--- config.mk ---
export PLATFORM = sky130hd
export DESIGN_NAME = imem_loader
export DESIGN_NICKNAME = d
export VERILOG_FILES = /design/src/rtl/imem_loader.sv
export SDC_FILE = /design/constraint.sdc
export NUM_CORES = 1
export LEC_CHECK = 0
export ABC_AREA = 1
export CAP_MARGIN = 0
export CORE_ASPECT_RATIO = 1.1
export CORE_MARGIN = 2
export CORE_UTILIZATION = 38
export DETAILED_ROUTE_END_ITERATION = 8
export HOLD_SLACK_MARGIN = 0.06
export SYNTH_ARGS = -nofsm -noshare
export SYNTH_HDL_FRONTEND = slang
export SYNTH_SLANG_ARGS = --single-unit
--- constraint.sdc ---
create_clock -name clk -period 2.2 [get_ports clk]
set_input_delay 0.44 -clock clk [delete_from_list [all_inputs] [get_ports clk]]
set_output_delay 0.44 -clock clk [all_outputs]
set_load 0.02 [all_outputs]
--- src/rtl/imem_loader.sv ---
// Instruction memory loader: receives a length header followed by little-endian
// instruction bytes and emits one write strobe per assembled 32-bit word.
module imem_loader #(
  parameter int NUM_WORDS = 64
) (
  input  logic        clk,
  input  logic        rst_n,
  input  logic        start,
  input  logic [7:0]  byte_in,
  input  logic        byte_valid,
  output logic        byte_ready,
  output logic        WE,
  output logic [7:0]  WA,
  output logic [31:0] WD,
  output logic        busy,
  output logic        done,
  output logic        error
);

  // state   | meaning
  // S_IDLE  | waiting for start after reset
  // S_LEN   | waiting for the word-count header byte
  // S_RECV  | assembling instruction bytes into a word
  // S_WRITE | single-cycle write strobe for the assembled word
  // S_DONE  | all words written, waiting for start
  // S_ERR   | header was zero or too large, waiting for start
  typedef enum logic [2:0] {
    S_IDLE,
    S_LEN,
    S_RECV,
    S_WRITE,
    S_DONE,
    S_ERR
  } state_t;

  localparam logic [8:0] MAX_N = 9'(NUM_WORDS);

  state_t      state_q;
  logic [7:0]  len_q;
  logic [7:0]  idx_q;
  logic [1:0]  cnt_q;
  logic [31:0] word_q;
  logic [31:0] word_d;
  logic        ready_q;
  logic        we_q;
  logic [7:0]  wa_q;
  logic [31:0] wd_q;
  logic        busy_q;
  logic        done_q;
  logic        error_q;
  logic        accept;

  assign accept = byte_valid & ready_q;

  // The incoming byte lands in the lane selected by the running byte count.
  always_comb begin
    word_d = word_q;
    word_d[{cnt_q, 3'b000} +: 8] = byte_in;
  end

  always_ff @(posedge clk) begin
    if (!rst_n) begin
      state_q <= S_IDLE;
      len_q   <= 8'h00;
      idx_q   <= 8'h00;
      cnt_q   <= 2'd0;
      word_q  <= 32'h0;
      ready_q <= 1'b0;
      we_q    <= 1'b0;
      wa_q    <= 8'h00;
      wd_q    <= 32'h0;
      busy_q  <= 1'b0;
      done_q  <= 1'b0;
      error_q <= 1'b0;
    end else begin
      we_q <= 1'b0;
      case (state_q)
        S_IDLE, S_DONE, S_ERR: begin
          if (start) begin
            state_q <= S_LEN;
            idx_q   <= 8'h00;
            cnt_q   <= 2'd0;
            word_q  <= 32'h0;
            ready_q <= 1'b1;
            busy_q  <= 1'b1;
            done_q  <= 1'b0;
            error_q <= 1'b0;
          end
        end
        S_LEN: begin
          if (accept) begin
            if ((byte_in == 8'h00) || ({1'b0, byte_in} > MAX_N)) begin
              state_q <= S_ERR;
              ready_q <= 1'b0;
              busy_q  <= 1'b0;
              error_q <= 1'b1;
            end else begin
              len_q   <= byte_in;
              state_q <= S_RECV;
            end
          end
        end
        S_RECV: begin
          if (accept) begin
            word_q <= word_d;
            cnt_q  <= cnt_q + 2'd1;
            if (cnt_q == 2'd3) begin
              // Stop accepting while the strobe is out so no byte slips past.
              state_q <= S_WRITE;
              ready_q <= 1'b0;
              we_q    <= 1'b1;
              wa_q    <= idx_q << 2;
              wd_q    <= word_d;
            end
          end
        end
        S_WRITE: begin
          if (idx_q == (len_q - 8'd1)) begin
            state_q <= S_DONE;
            busy_q  <= 1'b0;
            done_q  <= 1'b1;
          end else begin
            idx_q   <= idx_q + 8'd1;
            state_q <= S_RECV;
            ready_q <= 1'b1;
          end
        end
        default: begin
          state_q <= S_IDLE;
          ready_q <= 1'b0;
          busy_q  <= 1'b0;
        end
      endcase
    end
  end

  assign byte_ready = ready_q;
  assign WE         = we_q;
  assign WA         = wa_q;
  assign WD         = wd_q;
  assign busy       = busy_q;
  assign done       = done_q;
  assign error      = error_q;

endmodule

== After elaboration in Yosys (flattened, before gate mapping) ==
Index checks and enable logic that the tools add are counted.

* Flip-flop bits (word level): 96
* Bits of input ports: 12
* Output and inout bits: 45
* Word-level logic and storage cells: 86

* $add $sub $neg: 4
* Magnitude comparators: 1
* Equal/unequal tests: 14
* Shift operators: 2
* Mux-type cells: 33
* Bitwise logic cells: 3
* Reduce and logical (&&, ||, !) cells: 17

{| class="wikitable"
|+ Operator list
! cell !! count
|-
| two-way mux 32 bit || 2
|-
| case mux 32 bit (2 select lines) || 1
|-
| bitwise mux 32 bit || 1
|-
| variable shift 8 x 7 -> 32 bit, first input constant || 1
|-
| variable part select 8 x 7 -> 32 bit || 1
|-
| two-way mux 3 bit || 6
|-
| AND reduction 3 bit || 6
|-
| two-way mux 8 bit || 2
|-
| case mux 8 bit (2 select lines) || 1
|-
| inequality test 2 bit, second input constant || 7
|-
| two-way mux 1 bit || 12
|-
| case mux 3 bit (4 select lines) || 1
|-
| adder 8 x 1 -> 8 bit, second input constant || 1
|-
| == test 8 bit || 1
|-
| > comparator 8 x 7 -> 1 bit, second input constant || 1
|-
| zero test 8 bit || 1
|-
| case mux 1 bit (4 select lines) || 2
|-
| AND reduction 4 bit || 2
|-
| subtractor 8 x 1 -> 8 bit, second input constant || 1
|-
| negator 5 -> 7 bit || 1
|-
| == test 3 x 2 -> 1 bit, second input constant || 2
|-
| == test 3 bit, second input constant || 2
|-
| AND reduction 6 bit || 1
|-
| nonzero test 2 bit || 3
|-
| 12 further kinds || 15
|}

== Depth between registers and ports, before layout ==
* Depth in word-level cells: 5
* Gate-level depth with buffers: 14
* Depth with buffers taken out: 14

== Worst setup path before layout ==
No wires, ideal clock.

* Path type: reg-to-reg
* Start: register cnt_q[0]
* End: register word_q[22]
* Library setup time: 128 ps
* Arrival: 1682 ps
* Required time: 2072 ps
* Path slack: 391 ps
* Stages on the path, launching flop included: 10
* Buffers on the path: 1
* Period minus slack after synthesis: 1809 ps
* Cell sequence: dfxtp_1 > inv_1 > ha_1 > inv_1 > clkbuf_1 > nor3_1 > a22oi_1 > nor2_2 > a21oi_1 > nor2_1

* Longest elaborated chain between the ends: 5
* Elaborated cells between the ends (all ways): 6
* Those cells by class: add/sub: 1; shift: 2; mux: 3

{| class="wikitable"
|+ Ends and longest elaborated chain
! element !! line !! source
|-
| from (decl) || 41 || <nowiki>logic [1:0] cnt_q;</nowiki>
|-
| from (signal assigned) || 106 || <nowiki>cnt_q <= cnt_q + 2'd1;</nowiki>
|-
| negator 5 -> 7 bit * || 58 || <nowiki>word_d[{cnt_q, 3'b000} +: 8] = byte_in;</nowiki>
|-
| variable part select 8 x 7 -> 32 bit / variable shift 8 x 7 -> 32 bit (equally long branches) || 58 ||
|-
| bitwise mux 32 bit * || 58 ||
|-
| two-way mux 32 bit * || 104 || <nowiki>if (accept) begin</nowiki>
|-
| case mux 32 bit (2 select lines) * || 77 || <nowiki>case (state_q)</nowiki>
|-
| to (signal assigned) || 105 || <nowiki>word_q <= word_d;</nowiki>
|-
| to (decl) || 42 || <nowiki>logic [31:0] word_q;</nowiki>
|}

Mark *: on every way between the ends. The rest lies on a longest branch, timed or not. The select of a mux whose other input is x is not followed.
A chain may end at the register's enable or synchronous reset.

== Worst setup path after layout ==
* Start: register len_q[0]
* End: register idx_q[1]

* Longest elaborated chain between the ends: 4

{| class="wikitable"
|+ Ends and longest elaborated chain
! element !! line !! source
|-
| from (decl) || 39 || <nowiki>logic [7:0] len_q;</nowiki>
|-
| from (signal assigned) || 98 || <nowiki>len_q <= byte_in;</nowiki>
|-
| subtractor 8 x 1 -> 8 bit || 118 || <nowiki>if (idx_q == (len_q - 8'd1)) begin</nowiki>
|-
| == test 8 bit || 118 ||
|-
| inequality test 2 bit (no source line) || -- ||
|-
| AND reduction 3 bit (no source line) || -- ||
|-
| to (signal assigned) || 123 || <nowiki>idx_q <= idx_q + 8'd1;</nowiki>
|-
| to (decl) || 40 || <nowiki>logic [7:0] idx_q;</nowiki>
|}

Every way passes these cells.

==> out/results.txt <==
Synth top area share: 43.3%
final slew viol count: 0
layout cells sized above 1: 10.5%
CTS H-tree depth: 3
Num CTS Buffers: 9
critical path arrival: 2210 ps
most common cell in the netlist: dfxtp_1
clock latency on the worst-skew pair: 350 ps
WL/cell: 13.7 µm
Worst Clk Skew: 8.35 ps
Main synth FF type: dfxtp_1
via/cell ratio: 5.01
DP HPWL: 8220 µm
static leakage: 2.22 nW
crit start category: flop
Crit Path Max Fanout: 10
Final Cycle Share: 89.9%
cts hold-fix bufs: 0
simple logic cell fraction of the synthesized area: 22.8%
YS warnings: 0
GRT Residual Overflow: 0
Setup CP Type: flop to flop
post-CTS setup buffers: 0
mux contribution to synthesized area: 0%
Overall Global Routing Usage: 18.7%
clk root buf: clkbuf_16
Req. time, crit path: 2440 ps
outcome: finished clean
Die Area: 0.0126 mm²
Post-DRT Antenna Nets: 0
filler cell count: 1,152
Synth Area in Adders: 2.25%
max-capacitance violation count: 0
clk buf depth: 2
clock-pin slew on the worst setup and hold paths: 70 ps
post-synth cell types: 28
TritonCTS clock tree: built
post_cts resized: 0
vias: 4,131
slew margin rel.: 62.7%
Area growth syn-to-layout: 25.2%
Critical Path End Type: flop
main combinational cell family by area after synthesis: simple AND/OR/NAND/NOR gates
Ant. Diodes: 0
Post-Synthesis Cells: 607
top cells by count, synth: 96 x dfxtp_1, 91 x a21oi_1, 81 x nor2_1
drt drc: 0
highest clock rate: 0.506 GHz
unrepaired setup endpoints after global routing: false
Post-Place Worst Slack: 3.16 ps
Reg area: 0.00192 mm²
Total Wirelength: 11,300 µm
number of synthesized flops with an enable pin: 0
vias in the first global route: 3,857
register area share after synthesis: 43.3%
placed cell areas: 0.00523 mm²
die width: 107 µm
number of nets in the final layout: 690
r2r worst-path depth: 13
Peak VDD IR: 0.343 mV
Die Span Y: 117 µm
Multi-input gate area: 0.00215 mm²
PortBufs: 54
flops & latches, synth: 96
Clock Sinks: 96
total power: 4.36 mW
GPL Wtd Cong: 0.832
Final WS setup: 222 ps
hold path depth: 2
final setup vio count: 0
row count: 41
largest net degree at the start of global routing: 57
largest area contributor in the netlist: dfxtp_1
1st-pass router iterations: 4
setup TNS: 0 ps
final-report hold violation count: 0
first-pass GRT wire length: 18,900 µm
measured slew at the worst slew-check pin: 558 ps
ranking of synthesized cells by area: dfxtp_1 43%, a21oi_1 10%, nor2_1 6.8%
Post-Synth XOR/XNOR Area: 1.38%
share of synthesized registers carrying an async set or reset: 0%
initial drt markers: 232
Starting Density: 38.8%
core footprint: 0.0114 mm²
Avg Cell Area, Syn: 7.31 µm²
io pins: 57
fin crit period: 1980 ps
fin area: 0.00556 mm²
Pwr Density: 784 mW/mm²
compound-cell area share of the yosys netlist: 21.7%
initial antenna violation count: 0
Post-Syn Area: 0.00444 mm²
worst hold path type: flop to flop
-- layout by cell type, fill, tap and decap left out, types with 2 or more instances in the layout --
cell	Yosys	layout
buf_4	3	24
clkbuf_8	0	3
nand2_1	78	78
nor2_4	1	2
ha_1	8	8
xnor2_1	2	2
nand4_1	5	5
clkbuf_16	0	9
nand3_1	18	18
nor2_1	81	79
clkdlybuf4s50_1	0	54
nor2_2	21	22
inv_1	59	59
nor3_1	19	19
conb_1	1	2
a22oi_1	34	34
nand2_2	3	3
dfxtp_1	96	96
a21oi_1	91	91
xor2_1	5	5
o21ai_0	49	49
-- flip-flops by register name, summed over array words and instances, names as in the netlist --
signal,flops
error,1
byte_ready,1
state_q,3
WA,6
cnt_q,2
done,1
WD,32
word_q,32
WE,1
len_q,8
idx_q,8
busy,1
-- layer usage --
layer	global-route usage [%]	part of all wire [%]	vias to the layer above
met5	0	0	-
li1	-	-	2143
met1	25.0	46	1893
met3	3.34	4.8	13
met4	6.98	1.8	0
met2	29.8	47	82
-- final cells by class --
type / instances / area share (%)
sequential: 96 / 34.6
multi-input combinational: 422 / 38.8
clock inverter: 4 / 0.923
timing repair buffer: 79 / 13.3
clock buffer: 12 / 4.80
tap: 150 / 3.38
inverter: 62 / 4.23
-- critical path, cell delays in order, from the launching register on --
cell and delay [ps]:
dfxtp_1 320, inv_1 80, ha_1 310, inv_1 40, nand2_1 50, nand2_1 50, nor2_1 100, nand3_1 100
nor2_2 150, nand3_1 110, nand2_2 130, nand2_2 140, o21ai_0 210, nor2_1 60
-- power by group --
group,internal [mW],switching [mW]
sequential,1.79,0.0448
clock,0.974,0.668
combinational,0.259,0.621
total,3.02,1.33
-- per-stage QoR --
step | hold slack [ps] | instances | utilization [%]
floorplan | 448 | 608 | -
global placement | 447 | 809 | 45.8
CTS | 464 | 825 | 48.5
finish | 460 | 825 | 48.6
detailed placement | 449 | 809 | 45.8
global route | 490 | 825 | 48.6
-- path summary, 6_finish.rpt --
path	endpoint	slack (ps)	from
max	idx_q[1]	220	len_q[0]
min reg2reg	error	460	error
min	error	460	error
max reg2reg	idx_q[1]	220	len_q[0]
-- logic make-up after synthesis --
group	Yosys count
flip-flops	96
buffers and inverters	90
AO/OA/AOI/OAI	175
XOR/XNOR	7
AND/OR/NAND/NOR	230
other	1
adder cells (fa/ha/maj)	8
Power figures use the tool's default switching activity.
==> patch 1 (same settings) <==
Register the output `error` once more, with the module's reset; this adds one clock of latency there. The other outputs are not delayed to match.
--- a/src/rtl/imem_loader.sv
+++ b/src/rtl/imem_loader.sv
@@ -140,7 +140,13 @@
   assign WD         = wd_q;
   assign busy       = busy_q;
   assign done       = done_q;
-  assign error      = error_q;
+  always_ff @(posedge clk) begin
+    if (!rst_n) begin
+      error <= '0;
+    end else begin
+      error <= error_q;
+    end
+  end
 
 endmodule
 
Check against the original RTL: not equivalent (Yosys sat finds a counterexample within 4 cycles, from zero or initial values and one cycle with rst_n low).
==> patch 1 against the unedited design <==
  * Clock power increased by 4%
  * Area after synthesis increased by 2.1%
  * Power increased by 1.4%
  * Wire length increased by 2.0%
  * Sequential cell count increased by 1
  * Via count increased by 0.68%
  * Cell area increased by 0.43%
  * Die area increased by 2.1%
  * Global-route usage increased by 0.18 points
  * Worst setup slack about the same
  * Combinational power decreased by 2%
==> patch 1: results (changes against the unedited design) <==
* Adder-cell share of the synthesized area at 2.21% (-0.047 points)
* Largest net degree at the start of global routing at 49 (-14%)
* Post-DP HPWL at 8.44 mm (+2.7%)
* Share of layout cells above drive strength 1 at 8.82% (-1.7 points)
* Clk_skew at 0.00637 ns (-0.00199 ns)
* Most common library cells after synthesis: nor2_1 (118), a21oi_1 (98), dfxtp_1 (97)
* Fin nets at 718 (+4.1%)
* Via-to-Cell Ratio at 4.88 (-2.6%)
* GPL Wtd Cong at 0.886 (+6.5%)
* Compound-cell area share of the yosys netlist at 20.0% (-1.7 points)
* TritonCTS Buffers at 9 (unchanged)
* Pleak at 2.27 nW (+2.2%)
* Synth Area in XOR/XNOR at 1.35% (-0.029 points)
* Vias at 4159 (+0.68%)
* Crit-path max FO at 31 (+21)
* Placed Area at 0.00526 mm^2 (+0.45%)
* Unique masters post-synth at 30 (+7.1%)
* Per-cell routed wire length at 13.5 um (-1.4%)
* Vias in the first global route at 3922 (+1.7%)
* Outcome: finished, final reports clean
* VDD IR max at 408 uV (+19%)
* First-pass GRT wire length at 19.2 mm (+1.6%)
* Ranking of synthesized cells by area: dfxtp_1 (43%), a21oi_1 (11%), nor2_1 (9.8%)
* Iter 0 DRT Violations at 240 (+3.4%)
* Seq/Total Area, Yosys at 42.8% (-0.47 points)
* Total global-route track usage at 18.9% (+0.18 points)
* Reg clk slew, reported paths at 0.07 ns (about the same)
* DP Cell Count at 837 (+3.5%)
* Post-synthesis cell count at 646 (+6.4%)
-- patch 1: cell families after synthesis --
logic type               Yosys count
AO/OA/AOI/OAI                    172
flip-flops                        97
other                              1
buffers and inverters             98
adder cells (fa/ha/maj)            8
XOR/XNOR                           7
AND/OR/NAND/NOR                  263
-- patch 1: power breakdown --
part	switching (W)	internal, W
Combinational	0.000605	0.000257
Sequential	0.0000436	0.00181
Clock	0.000669	0.00103
-- patch 1: cell type report --
type / count / area, um^2
clock inverters: 4 / 76.3
repair buffers: 72 / 688
flip-flops and latches: 97 / 1940
fillers: 1132 / 5960
multi-input cells: 452 / 2190
well taps: 150 / 188
inverters: 66 / 248
clock buffers: 12 / 246
-- patch 1: final timing paths --
kind	from	end	cells after the start	slack (ns)
hold / removal	error_q	error	2	0.43
setup / recovery	state_q[0]	word_q[25]	11	0.22
hold reg to reg	error_q	error	2	0.43
setup reg to reg	state_q[0]	word_q[25]	11	0.22
-- patch 1: routing by layer --
metal	wire (um)	GRT usage, %
met4	247	7.05
met2	5630	30.9
met3	479	3.20
met1	5180	24.6
met5	0	0
-- patch 1: critical path, stage by stage, from the launching register on --
cell     delay, ns
dfxtp_1       0.34
inv_1         0.05
nor2_1        0.13
nor2_1        0.10
nor2_1        0.21
a21oi_2       0.06
nand2_2       0.10
nor2_4        0.05
inv_2         0.53
nor2_1        0.09
a21oi_1       0.15
nor2_1        0.05
-- patch 1: per-stage QoR --
step | hold WS [ns] | util (%) | setup WS (ns) | power [W]
after global routing | 0.465 | 48.3 | 0.0228 | 0.00462
after detailed placement | 0.426 | 45.6 | 0.0312 | 0.00276
after floorplan | 0.405 | - | 0.199 | 0.00251
after CTS | 0.435 | 48.3 | 0.216 | 0.00446
final | 0.435 | 48.3 | 0.222 | 0.00442
after global placement | 0.414 | 45.6 | 0.0547 | 0.00275
==> patch 2 (same settings) <==
Made on the original files. `NUM_WORDS`: 64 -> 32.
--- a/src/rtl/imem_loader.sv
+++ b/src/rtl/imem_loader.sv
@@ -1,7 +1,7 @@
 // Instruction memory loader: receives a length header followed by little-endian
 // instruction bytes and emits one write strobe per assembled 32-bit word.
 module imem_loader #(
-  parameter int NUM_WORDS = 64
+  parameter int NUM_WORDS = 32
 ) (
   input  logic        clk,
   input  logic        rst_n,
Behaviour: not the same (a bounded check fails within 4 cycles, from zero or initial values and one cycle with rst_n low).
==> patch 2 against the unedited design <==
  * Wire length barely moved
  * Area after synthesis fell by 0.45%
  * Power fell by 8.6%
  * Sequential cell count did not move
  * Cell area fell by 1.4%
  * Die area fell by 0.44%
  * Count of clock-buffer cells in the layout fell by 3
  * Worst setup slack improved by 0.049 ns
  * Critical path type unchanged
  * Highest routed layer unchanged
==> patch 2: results (changes against the unedited design) <==
* Plain + repair buffers at 75 (-5.1%)
* DP Cell Count at 808 (-0.12%)
* Signal buf overhead at 13.2% (-0.13 points)
* WP data arrival at 2.21 ns (about the same)
* Met1 WL at 4.80 mm (-8.6%)
* Share of layout cells above drive strength 1 at 7.86% (-2.7 points)
* Per-cell routed wire length at 13.7 um (+0.22%)
* Largest net degree at the start of global routing at 41 (-28%)
* Most common library cells after synthesis: nor2_1 (105), dfxtp_1 (96), a21oi_1 (87)
* Iter 0 DRT Violations at 203 (-13%)
* Hold EP: len_q[7]
* Met3 WL at 474 um (-13%)
* Critical Path Max Stage Delay at 0.35 ns (+0.03 ns)
* Outcome: finished, final reports clean
* Clkbuf count at 9 (-3)
* Sw Share at 30.5% (-0.065 points)
* Sequential share of cell area at 35.1% (+0.48 points)
* Hold path depth at 2 (unchanged)
* Clock Power Share at 37.1% (-0.6 points)
* Worst-Margin Slew at 0.582 ns (+0.0238 ns)
* Inverters at 58 (-6.5%)
* Hold Crit Start: len_q[7]
* Setup Buffers After CTS at 0 (unchanged)
* Post-DP HPWL at 8.22 mm (about the same)
* Mapped Avg Cell Area at 7.21 um^2 (-1.4%)
* Pleak at 2.22 nW (about the same)
* CTS root buffer: clkbuf_16
* Number of fill cells at 1153 (+0.087%)
* Multi-input gates at 429 (+1.7%)
* FF-to-FF path depth at 11 (-2)
* Multi-input gate area at 0.00215 mm^2 (-0.12%)
* Total global-route track usage at 19.1% (+0.43 points)
* Met3 usage at 3.38% (+0.042 points)
* Met2 wire length at 5.74 mm (+8.1%)
* Clk cell area share at 5.09% (-0.63 points)
* Worst R2R Setup Slack at 0.27 ns (+0.05 ns)
* Crit-path max FO at 5 (-5)
* Met2 Usage GRT at 34.1% (+4.4 points)
* GPL Wtd Cong at 0.842 (+1.2%)
* Met1 Use GR at 22.1% (-2.9 points)
* Unique masters post-synth at 30 (+7.1%)
* Hold WS at 0.462 ns (+0.00222 ns)
* Highest Signal Layer: met4
* CP endpoint: byte_ready
* Fin nets at 689 (-0.14%)
* Count of TritonRoute iterations in the first routing pass at 4 (unchanged)
* Ranking of synthesized cells by area: dfxtp_1 (43%), a21oi_1 (9.9%), nor2_1 (8.9%)
* Synth warn at 0 (unchanged)
* First-pass GRT wire length at 18.9 mm (unchanged)
* Seq/Total Area, Yosys at 43.5% (+0.20 points)
* VDD IR max at 397 uV (+15%)
* Vias in the first global route at 4048 (+5.0%)
* Via-to-Cell Ratio at 5.01 (about the same)
* Clk_skew at 0.0106 ns (+0.00225 ns)
* Comb. pwr at 0.000681 W (-23%)
* Worst-Skew Late Latency at 0.35 ns (about the same)
* Vias at 4130 (-0.024%)
-- patch 2: timing repair --
item                                    4_1_cts  5_1_grt
endpoints found under the hold margin         0        0
endpoints found under the setup margin        0       20
resized for setup                             0        4
-- patch 2: cells by family after synthesis --
family | synth area share, %
and+or+nand+nor | 22.7
DFF | 43.5
buffers and inverters | 8.38
xor gates and xnor gates | 1.59
adders and majority gates | 2.27
AOI/OAI and AO/OA | 21.5
other | 0.0849
-- patch 2: stage by stage --
step / instance area (um^2) / setup WS [ns] / total power [W] / utilization, %
6_report: 5480 / 0.271 / 0.00399 / 48.1
5_1_grt: 5480 / 0.0297 / 0.00416 / 48.1
4_1_cts: 5470 / 0.0912 / 0.00403 / 48.0
3_5_place_dp: 5190 / 0.0116 / 0.00254 / 45.6
3_3_place_gp: 5190 / 0.0242 / 0.00253 / 45.6
2_1_floorplan: 4420 / 0.208 / 0.00232 / -
